<file path="config.mk">
export PLATFORM = sky130hd
export DESIGN_NAME = serial_subtractor
export DESIGN_NICKNAME = d
export VERILOG_FILES = /design/src/rtl/serial_subtractor.sv
export SDC_FILE = /design/constraint.sdc
export NUM_CORES = 1
export LEC_CHECK = 0
export BUFFER_PORTS_ARGS = -buffer_cell sky130_fd_sc_hd__buf_2
export CAP_MARGIN = 25
export CORE_MARGIN = 5
export CORE_UTILIZATION = 59
export CTS_CLUSTER_DIAMETER = 40
export DETAILED_ROUTE_END_ITERATION = 10
export PLACE_DENSITY = 0.91
export SLEW_MARGIN = 20
export SYNTH_ARGS = -nofsm -noshare
export SYNTH_HDL_FRONTEND = slang
export SYNTH_SLANG_ARGS = --single-unit
</file>
<file path="constraint.sdc">
create_clock -name clk -period 3.5 [get_ports clk]
set_clock_uncertainty 0.1 [all_clocks]
set_input_delay 0.7 -clock clk [delete_from_list [all_inputs] [get_ports clk]]
set_output_delay 0.7 -clock clk [all_outputs]
set_load 0.005 [all_outputs]
</file>
<file path="src/rtl/serial_subtractor.sv">
// Multi-cycle ripple-borrow subtractor: diff = a - b - bin, SLICE bits per clock
// through a registered borrow chain, with a start/busy/done handshake.
module serial_subtractor #(
  parameter int WIDTH = 32,
  parameter int SLICE = 1
) (
  input  logic             clk,
  input  logic             rst,
  input  logic             start,
  input  logic [WIDTH-1:0] a,
  input  logic [WIDTH-1:0] b,
  input  logic             bin,
  output logic             busy,
  output logic             done,
  output logic [WIDTH-1:0] diff,
  output logic             bout,
  output logic             ovf,
  output logic             zero
);

  localparam int N  = WIDTH / SLICE;
  localparam int CW = (N > 1) ? $clog2(N) : 1;

  localparam logic IDLE = 1'b0;
  localparam logic RUN  = 1'b1;

  logic                   state;
  logic [CW-1:0]          cnt;
  logic [WIDTH-1:0]       a_work;
  logic [WIDTH-1:0]       b_work;
  logic [WIDTH-1:0]       work;
  logic                   borrow;
  logic [SLICE-1:0]       slice_res;
  logic                   slice_bout;
  logic                   msb_bin;
  logic [WIDTH+SLICE-1:0] merged;
  logic [WIDTH-1:0]       next_work;
  logic                   last;

  // Operands shift right each cycle, so the active slice always sits in the low bits.
  always_comb begin
    logic brw;
    brw       = borrow;
    msb_bin   = 1'b0;
    slice_res = '0;
    for (int i = 0; i < SLICE; i++) begin
      if (i == SLICE - 1) msb_bin = brw;
      slice_res[i] = a_work[i] ^ b_work[i] ^ brw;
      brw = (~a_work[i] & b_work[i]) | (~(a_work[i] ^ b_work[i]) & brw);
    end
    slice_bout = brw;
  end

  // Each slice result enters at the top of the working register, ending in place after N cycles.
  assign merged    = {slice_res, work};
  assign next_work = merged[WIDTH+SLICE-1:SLICE];
  assign last      = (cnt == CW'(N - 1));

  always_ff @(posedge clk) begin
    if (rst) begin
      state  <= IDLE;
      cnt    <= '0;
      a_work <= '0;
      b_work <= '0;
      work   <= '0;
      borrow <= 1'b0;
      busy   <= 1'b0;
      done   <= 1'b0;
      diff   <= '0;
      bout   <= 1'b0;
      ovf    <= 1'b0;
      zero   <= 1'b0;
    end else begin
      done <= 1'b0;
      case (state)
        IDLE: begin
          if (start) begin
            a_work <= a;
            b_work <= b;
            borrow <= bin;
            work   <= '0;
            cnt    <= '0;
            busy   <= 1'b1;
            state  <= RUN;
          end
        end
        RUN: begin
          a_work <= a_work >> SLICE;
          b_work <= b_work >> SLICE;
          borrow <= slice_bout;
          work   <= next_work;
          cnt    <= cnt + 1'b1;
          if (last) begin
            diff  <= next_work;
            bout  <= slice_bout;
            ovf   <= msb_bin ^ slice_bout;
            zero  <= (next_work == '0);
            done  <= 1'b1;
            busy  <= 1'b0;
            cnt   <= '0;
            state <= IDLE;
          end
        end
        default: state <= IDLE;
      endcase
    end
  end

endmodule

</file>
# ---- Word-level counts from Yosys, hierarchy flattened
# Index checks and enable logic that the tools add are counted.
# W data, S select, Z words.
dict set report totals {
  wordCells 47
  out_inout_bits 37
  ff_bits 140
}
dict set report op_classes {
  n_bitwise 9
  n_mux 18
  eq_ne 3
  add_sub_neg 1
  n_reduce_logical 4
}
# operator count
set op_table {}
lappend op_table {{$pmux W32 S2} 3}
lappend op_table {{$mux W32} 3}
lappend op_table {{$logic_not A32 Y1} 1}
lappend op_table {{$mux W5} 2}
lappend op_table {{$pmux W5 S2} 1}
lappend op_table {{$mux W1} 6}
lappend op_table {{$pmux W1 S2} 3}
lappend op_table {{$add A5 B1 Y5 const B} 1}
lappend op_table {{$eq A5 B5 Y1 const B} 1}
lappend op_table {{$reduce_and A2 Y1} 2}
lappend op_table {{$not A1 Y1} 3}
lappend op_table {{$xor A1 B1 Y1} 3}
lappend op_table {{$and A1 B1 Y1} 2}
lappend op_table {{$ne A2 B1 Y1 const B} 1}
lappend op_table {{$ne A2 B2 Y1 const B} 1}
lappend op_table {{$reduce_or A2 Y1} 1}
lappend op_table {{$or A1 B1 Y1} 1}

# ---- Logic depth before layout (Yosys ltp)
dict set report depth {
  ltp_word 5
  mapped_depth 7
}

# ---- Least setup slack after synthesis
# OpenSTA, ideal clock, no wires.
dict set report synth_path {
  kind {register to register}
  start {reg cnt[0]}
  end {reg cnt[2]}
  t_arrival_ns 1.571
  setup_slack_ns 1.759
  n_path_buf 0
  required_time_ns 3.329
  path_stages_with_launch 7
  setup_time_ns 0.071
  cell_sequence {dfxtp_1 -> ha_1 -> and3_1 -> ha_1 -> nand2b_4 -> or3b_1 -> a21oi_1}
}
dict set report synth_between {
  elab_chain_cells 3
  elab_cells_between_ends 4
  cone_classes {add/sub: 1; eq/ne: 1; mux: 2}
}
# element line
set synth_rtl {}
lappend synth_rtl {{start: declaration} 28} ;# logic [CW-1:0] cnt;
lappend synth_rtl {{start signal: assignment} 92} ;# cnt <= cnt + 1'b1;
lappend synth_rtl {{$eq A5 B5 Y1} 57} ;# assign last = (cnt == CW'(N - 1));
lappend synth_rtl {{via last} 38} ;# logic last;
lappend synth_rtl {{$mux W5} 93} ;# if (last) begin
lappend synth_rtl {{$pmux W5 S2} 75} ;# case (state)
# The timed path passes the listed nets, and every way through them passes these cells.
# A chain may end at the register's enable or synchronous reset.

# ---- Worst setup path after layout
dict set report layout_path {
  start {reg cnt[0]}
  end {reg zero}
}
dict set report layout_between {
  elab_chain_cells 2
}
# element line
set layout_rtl {}
lappend layout_rtl {{$eq A5 B5 Y1} 57}
lappend layout_rtl {{via last} 38}
lappend layout_rtl {{$reduce_and A2 Y1 (no line)} n/a}
lappend layout_rtl {{end signal: assignment} 97} ;# zero <= (next_work == '0);
lappend layout_rtl {{end: declaration} 18} ;# output logic zero
# The timed path passes the listed nets, and every way through them passes these cells.

==> flow_metrics.py <==
metrics = {
    "status": {
        "outcome": "complete, no violations",
    },
    "hold_path": {
        "hold_start": "diff[14]",
        "hold_path_class": "register to register",
    },
    "floorplan": {
        "row_count": 35,
        "die_w_um": 108,
        "start_util": 0.608,
        "die_area_mm2": 0.0116,
        "dieHeight_um": 108,
        "ios": 105,
        "core_area_mm2": 0.00928,
    },
    "worst_setup_path": {
        "r2r_start": "cnt[0]",
        "cp_cell_sequence": "ha_1, and3_1, ha_1, nand2_1, nor2_4, nand3_1, o21ai_0",
        "worstPathRequired_ps": 3830,
        "cp-startpoint": "cnt[0]",
        "worstPathArrival_ps": 2740,
        "start_kind": "register",
        "cpLargestDelayFamily": "simple AND/OR/NAND/NOR gates",
        "crit_buf_inv": 0,
        "slowest_stage": "nor2_4",
        "cpMostUsedCell": "ha_1",
        "critPathMaxFanout": 35,
        "worst_setup_path_end_kind": "register",
        "criticalPathCategory": "register to register",
        "max_stage_delay_ps": 640,
    },
    "yosys": {
        "syn-num-nets": 691,
        "ys_types": 32,
        "ys_ff_latch": 139,
        "ys_warn_count": 0,
        "ys_seq_area_frac": 0.493,
        "syn_inst": 620,
        "avgSynthCellArea_um2": 9.11,
        "netlist_area_mm2": 0.00565,
    },
    "job": {
        "drv_cap": 0,
    },
    "global_routing": {
        "grt_max_degree": 104,
        "grt_pass1_wl_um": 20300,
        "grt_pass1_vias": 4512,
        "grt_overflow": 0,
        "grt_util_all_layers": 0.218,
        "antenna_found_initial": 0,
    },
    "drt": {
        "drt-vias-per-instance": 5.48,
        "drt-total-wl_um": 12600,
        "ant_nets": 0,
        "drc": 0,
        "wl_per_cell_um": 15.0,
        "dr.pass1.iters": 5,
        "vias": 4598,
        "drt-initial-drc-count": 277,
    },
    "clock_network": {
        "cts_made_buffers": 17,
        "ctsLongestPathBuffers": 2,
        "tritoncts": "built",
        "cts_setup_buffers": 0,
        "ctsHoldBuffers": 0,
        "cts.repair.resized": 0,
        "clkSlewWorstSetupHoldPaths_ps": 60,
        "htree_levels": 4,
        "cts_root_buffer": "clkbuf_8",
        "clock_latency_ps": 520,
        "cts_sinks": 139,
    },
    "placed_design": {
        "place.detailed.hpwl_um": 7770,
        "place.gp.congestion": 0.770,
        "io_buffers": 104,
    },
    "sta": {
        "period_needed_ps": 2420,
        "tightest_slew_ps": 922,
        "hold_violations": 0,
        "setup_violations": 0,
        "hold_slack_ps": 372,
        "fmax_mhz": 414,
        "tns_ps": 0,
        "slew_violations": 0,
        "finalCritPeriodShare": 0.691,
        "rsz0062_at_grt": "no",
        "max_slew_margin": 0.384,
    },
    "power": {
        "ir_worst_vdd_uv": 339,
        "power_leakage_uw": 0.00297,
        "power_density_mw_per_mm2": 565,
    },
    "cells_and_area": {
        "antenna_cells": 0,
        "layout_commonest_cell": "nor2_1",
        "layout-drive-gt1-share": 0.204,
        "final_cell_mix": "nor2_1, dfxtp_1, buf_2",
        "syn2layout_area_growth_pct": 18.8,
        "nets": 768,
    },
}
Yosys cell counts:
| library cell | n | area share |
|---|---|---|
| a211oi_1 | 2 | 0.0027 |
| a21oi_1 | 98 | 0.087 |
| a21oi_4 | 1 | 0.0029 |
| a22o_1 | 32 | 0.050 |
| a31oi_1 | 1 | 0.0011 |
| and3_1 | 1 | 0.0011 |
| and4_1 | 1 | 0.0016 |
| buf_1 | 1 | 0.00066 |
| buf_2 | 29 | 0.026 |
| buf_4 | 9 | 0.012 |
| buf_6 | 6 | 0.012 |
| clkbuf_1 | 5 | 0.0033 |
| dfxtp_1 | 139 | 0.49 |
| fa_1 | 1 | 0.0035 |
| ha_1 | 2 | 0.0044 |
| inv_1 | 3 | 0.0020 |
| mux2i_1 | 64 | 0.11 |
| nand2_1 | 4 | 0.0027 |
| nand2b_4 | 1 | 0.0024 |
| nand3_1 | 2 | 0.0018 |
| nand4_1 | 1 | 0.0011 |
| nor2_1 | 162 | 0.11 |
| nor2_2 | 1 | 0.0011 |
| nor2_4 | 1 | 0.0020 |
| nor2b_1 | 2 | 0.0022 |
| nor3_1 | 2 | 0.0018 |
| nor3b_1 | 33 | 0.044 |
| nor4_1 | 8 | 0.0089 |
| o21a_1 | 1 | 0.0013 |
| o21ai_0 | 5 | 0.0044 |
| or3b_1 | 1 | 0.0016 |
| xor2_1 | 1 | 0.0016 |
logic make-up (layout without fill, tap and decap cells):
logic type      after synthesis  after routing  share of synthesized area
simple gates                220            220                      0.180
compound gates              140            140                      0.149
flops                       139            139                      0.493
mux                          64             64                      0.113
buf+inv                      53            143                     0.0556
fa+ha+maj                     3              3                    0.00798
xor+xnor                      1              1                    0.00155
sequential cells by signal (all words and copies together) (netlist names), 5 cells and up:
name,flops
a_work,32
b_work,32
diff,32
work,31
cnt,5
per-layer routing:
layer / up-vias / share of wire / track usage
met3: 28 / 0.051 / 0.0564
met2: 141 / 0.49 / 0.366
met1: 2137 / 0.43 / 0.266
li1: 2292 / - / -
met4: 0 / 0.022 / 0.0866
met5: - / 0 / 0
metrics by stage:
| stage | area, µm² | std cells | setup WS (ps) | util | total power, µW |
|---|---|---|---|---|---|
| after floorplan | 5650 | 620 | 1760 | - | 1920 |
| after global placement | 6070 | 806 | 1130 | 0.654 | 1960 |
| after detailed placement | 6070 | 806 | 1030 | 0.654 | 1980 |
| after CTS | 6680 | 838 | 1090 | 0.720 | 3800 |
| after global routing | 6710 | 839 | 920 | 0.723 | 3940 |
| final | 6710 | 839 | 1080 | 0.723 | 3790 |
final timing paths:
check                           endpoint  slack (ps)  cells after the start
worst max-delay path                zero        1080                      7
worst min-delay path            diff[14]         370                      1
worst max register to register      zero        1080                      7
worst min register to register  diff[14]         370                      1
report_power, final:
group / internal, µW / switching (µW)
Clock: 1160 / 675
Combinational: 118 / 166
Sequential: 1630 / 40.6
Total: 2910 / 882
worst reg2reg max path, stage by stage (launching register included):
cell and delay (ps):
dfxtp_1 410, ha_1 220, and3_1 180, ha_1 260, nand2_1 120, nor2_4 640
nand3_1 180, o21ai_0 230
layout make-up:
type / instances / area, µm²
clock buffer: 17 / 414
clock inverter: 15 / 196
fill: 691 / 2580
inverter: 3 / 11.3
multi-input combinational: 428 / 2550
sequential: 139 / 2790
tap: 129 / 161
timing repair buffer: 108 / 588
Note: power is estimated with default switching activity, not from simulation.
